`src/rtl/inputconditioner_array.sv`:
```
// inputconditioner_array
//   Debounces and synchronizes CHANNELS independent noisy inputs. Each channel
//   has its own SYNCSTAGES-deep synchronizer, COUNTERWIDTH-bit debounce
//   counter, registered conditioned level and one-cycle edge pulses. A sticky
//   per-channel fault flag forces that channel's negativeedge high.
//
//   Ports
//     clk             rising-edge clock for all state
//     reset           synchronous, active-high; clears all state
//     noisysignal     asynchronous noisy inputs, one bit per channel
//     waittime        debounce delay in cycles, shared, sampled every cycle
//     faultmask       per-channel fault injection enable
//     conditioned     debounced, synchronized level per channel
//     positiveedge    one-cycle pulse on rising edge of conditioned
//     negativeedge    one-cycle pulse on falling edge, forced 1 while faulted
//     faulted         sticky per-channel fault flag
//     anypositiveedge OR of positiveedge
//     anynegativeedge OR of negativeedge
module inputconditioner_array #(
   parameter int CHANNELS     = 4,
   parameter int COUNTERWIDTH = 3,
   parameter int SYNCSTAGES   = 2
) (
   input  logic                    clk,
   input  logic                    reset,
   input  logic [CHANNELS-1:0]     noisysignal,
   input  logic [COUNTERWIDTH-1:0] waittime,
   input  logic [CHANNELS-1:0]     faultmask,
   output logic [CHANNELS-1:0]     conditioned,
   output logic [CHANNELS-1:0]     positiveedge,
   output logic [CHANNELS-1:0]     negativeedge,
   output logic [CHANNELS-1:0]     faulted,
   output logic                    anypositiveedge,
   output logic                    anynegativeedge
);

   // sync_chain[i][0] samples the pin; the top bit is the synchronized level
   logic [SYNCSTAGES-1:0]   sync_chain [CHANNELS];
   logic [COUNTERWIDTH-1:0] counter    [CHANNELS];
   logic [CHANNELS-1:0]     pos_pulse;
   logic [CHANNELS-1:0]     neg_pulse;

   always_ff @(posedge clk) begin
      if (reset) begin
         for (int unsigned i = 0; i < CHANNELS; i++) begin
            sync_chain[i] <= '0;
            counter[i]    <= '0;
         end
         conditioned <= '0;
         pos_pulse   <= '0;
         neg_pulse   <= '0;
         faulted     <= '0;
      end else begin
         for (int unsigned i = 0; i < CHANNELS; i++) begin
            sync_chain[i] <= {sync_chain[i][SYNCSTAGES-2:0], noisysignal[i]};
            pos_pulse[i]  <= 1'b0;
            neg_pulse[i]  <= 1'b0;

            if (conditioned[i] == sync_chain[i][SYNCSTAGES-1]) begin
               counter[i] <= '0;
            end else if (counter[i] >= waittime) begin
               // ">=" lets a mid-count drop of waittime commit immediately
               // and keeps the counter from ever wrapping
               counter[i]     <= '0;
               conditioned[i] <= sync_chain[i][SYNCSTAGES-1];
               pos_pulse[i]   <= sync_chain[i][SYNCSTAGES-1];
               neg_pulse[i]   <= ~sync_chain[i][SYNCSTAGES-1];
            end else begin
               counter[i] <= counter[i] + 1'b1;
            end

            if (faultmask[i]) begin
               faulted[i] <= 1'b1;
            end
         end
      end
   end

   // Fault override is applied on the output side so the debounce state and
   // the registered falling-edge pulse are left untouched by a fault.
   always_comb begin
      positiveedge    = pos_pulse;
      negativeedge    = neg_pulse | faulted;
      anypositiveedge = |positiveedge;
      anynegativeedge = |negativeedge;
   end

endmodule

```
`config.mk`:
```
export PLATFORM = sky130hd
export DESIGN_NAME = inputconditioner_array
export DESIGN_NICKNAME = d
export VERILOG_FILES = /design/src/rtl/inputconditioner_array.sv
export SDC_FILE = /design/constraint.sdc
export NUM_CORES = 1
export LEC_CHECK = 0
export ABC_AREA = 1
export ABC_CLOCK_PERIOD_IN_PS = 1550
export CAP_MARGIN = 20
export CORE_MARGIN = 5
export CORE_UTILIZATION = 50
export DETAILED_ROUTE_END_ITERATION = 7
export GPL_TIMING_DRIVEN = 0
export MAX_ROUTING_LAYER = met4
export PLACE_DENSITY_LB_ADDON = 0.15
export SYNTH_ARGS = -nofsm -noshare
export SYNTH_HDL_FRONTEND = slang
export SYNTH_SLANG_ARGS = --single-unit
```
`constraint.sdc`:
```
create_clock -name clk -period 1.55 [get_ports clk]
set_input_delay 0.155 -clock clk [delete_from_list [all_inputs] [get_ports clk]]
set_output_delay 0.155 -clock clk [all_outputs]
set_load 0.01 [all_outputs]
```
==> reports/metrics.cfg <==
[run_status]
status = finished clean

[synthesis]
yosysSeqAreaShare_pct = 49.9
async_flop_share_pct = 0
synth_edf_count = 12
ys_ff_latch = 36
ys.flop_type = dfxtp_1
synth.avg_cell_area_um2 = 8.39
yosysWarnings = 0
syn_area_um2 = 1690
synth.distinct_cells = 18
synth_cells = 201

[detailed_routing]
via_per_inst = 4.33
first_iter_violations = 21
drcViolationCount = 0
ant_nets = 0
via_count = 1283
drt_first_pass_iters = 2
avgRoutedWirePerCell_um = 9.44
wirelength_mm = 2.79

[placement]
dp.cells = 288
gp_congestion = 0.751
place_hpwl_mm = 2.34
io_buffer_count = 30
place_area_um2 = 2090

[layout]
num_antenna_cells = 0
post-route-util_pct = 65.5
drive_gt1_share_pct = 11.6
final_net_count = 278
finalNonFillerCells = 296
syn2layout_area_growth_pct = 28.5
stdcell_area_um2 = 2170

[clock_tree]
numCtsBuffers = 5
clock_path_buffers = 2
clk_pin_slew_ns = 0.11
cts_root_buffer = clkbuf_4
clk-insertion-delay-late_ns = 0.33
cts.sinks = 36
cts_tree = built
htree_levels = 2

[critical_path]
end_kind = flop
startpoint_type = flop
path_class = flop to flop
cp.required_ns = 1.74
cp_max_fo = 4
arrival_ns = 1.64

[floorplanning]
die_w_um = 68.1
io_pins = 31
dieArea_um2 = 4630
coreArea_um2 = 3310
initial_core_util_pct = 50.9
die_h_um = 68.1
rows = 21

[global_route]
antenna_found_initial = 0
gr-usage-all-layers_pct = 14.7
overflow = 0
grt_start_max_net_pins = 13
grt_pass1_vias = 1147
grt_first_pass_wirelength_mm = 4.72

[sta]
clock_skew_ns = 0.0106
finalCritPeriodShare_pct = 93.3
tns_ns = 0
fin_crit_ns = 1.45
rsz0062_at_grt = false
fmax_ghz = 0.691
hold_viol = 0
setup-violations-final = 0
drv_slew = 0

[power_and_ir_drop]
peakVddDrop_v = 0.000568
leakagePower_nw = 1.10
totalPowerFinal_mw = 1.88
p_per_area_nw_per_um2 = 865

[worst_hold_path]
min_path_type = primary input to flop

[flow_run]
maxCapViolCount = 0

## synth_stat cells (3+ instances only)
library cell	n	area share, %
inv_1	38	8.5
nor2_1	47	10
edfxtp_1	12	21
a21oi_2	3	1.6
a21oi_1	5	1.5
nand3_1	7	2.1
nor2_2	4	1.5
dfxtp_1	24	28
nor3_2	3	1.8
xnor2_1	4	2.1
nand2_1	32	7.1
ha_1	16	12
## cell type report
| type | instances | area, µm² |
|---|---|---|
| repair buffers | 30 | 312 |
| plain buffers | 1 | 5.00 |
| well taps | 46 | 57.6 |
| clock buffers | 5 | 37.5 |
| flip-flops and latches | 36 | 845 |
| fillers | 302 | 1140 |
| inverters | 40 | 151 |
| multi-input cells | 135 | 741 |
| clock inverters | 3 | 18.8 |
## power by group
group,total (mW),internal (mW),leakage (nW),switching [mW]
Sequential,1.07,1.03,0.322,0.0399
Combinational,0.335,0.164,0.746,0.171
Clock,0.470,0.174,0.0349,0.296
## kinds of logic after synthesis
| family | count (synthesis) | synth area share, % |
|---|---|---|
| buffers and inverters | 41 | 9.27 |
| and+or+nand+nor | 95 | 23.7 |
| AOI/OAI and AO/OA | 8 | 3.04 |
| other | 1 | 0.222 |
| xor gates and xnor gates | 4 | 2.08 |
| adders and majority gates | 16 | 11.9 |
| DFF | 36 | 49.9 |
## placed cells by master, fill, tap and decap left out
cell type,instances
buf_2,1
clkinv_4,1
inv_2,1
nand2_2,1
dfxtp_2,3
ha_1,16
dlygate4sd2_1,1
edfxtp_1,12
clkbuf_4,5
nor3_2,3
dfxtp_1,21
nand3_1,7
clkinv_2,3
a21oi_1,5
nor2_2,8
xnor2_1,4
nand2_1,32
conb_1,12
nand4_1,1
nor2_1,43
inv_1,38
clkdlybuf4s50_1,24
dlymetal6s2s_1,5
a21oi_2,3
## path summary, 6_finish.rpt
| check | to | from | slack (ns) | cells after the start |
|---|---|---|---|---|
| max | counter[0][1] | counter[0][2] | 0.10 | 4 |
| min | sync_chain[3][0] | noisysignal[3] | 0.33 | 3 |
| max reg2reg | counter[0][1] | counter[0][2] | 0.10 | 4 |
| min reg2reg | sync_chain[3][1] | sync_chain[3][0] | 0.41 | 2 |
## critical path, cell delays in order, from the launching register on
cell and delay (ns):
edfxtp_1 0.44, ha_1 0.31, a21oi_1 0.27, nand3_1 0.18, nor2_1 0.12
## stage by stage
step	hold slack, ns	worst slack, ns
floorplan	0.226	0.275
global placement	0.393	-0.165
detailed placement	0.401	-0.201
CTS	0.312	0.0184
global route	0.289	0.0121
finish	0.331	0.103
## registers in the layout (all words and copies together) (netlist names)
register	flops
positiveedge	4
sync_chain	8
faulted	4
conditioned	4
neg_pulse	4
counter	12
## layer usage
layer,up-vias,track usage (%),part of all wire (%)
met2,16,23.8,50
met1,564,15.9,44
li1,698,-,-
met4,0,7.44,2.0
met3,5,4.93,3.8
met5,-,-,0
## what timing repair did
action                     in CTS  in global routing
gates resized for setup         1                 12
setup buffers                   0                  0
setup endpoints to repair       1                  5
hold buffers                    0                  0
(Power assumes the default switching activity.)
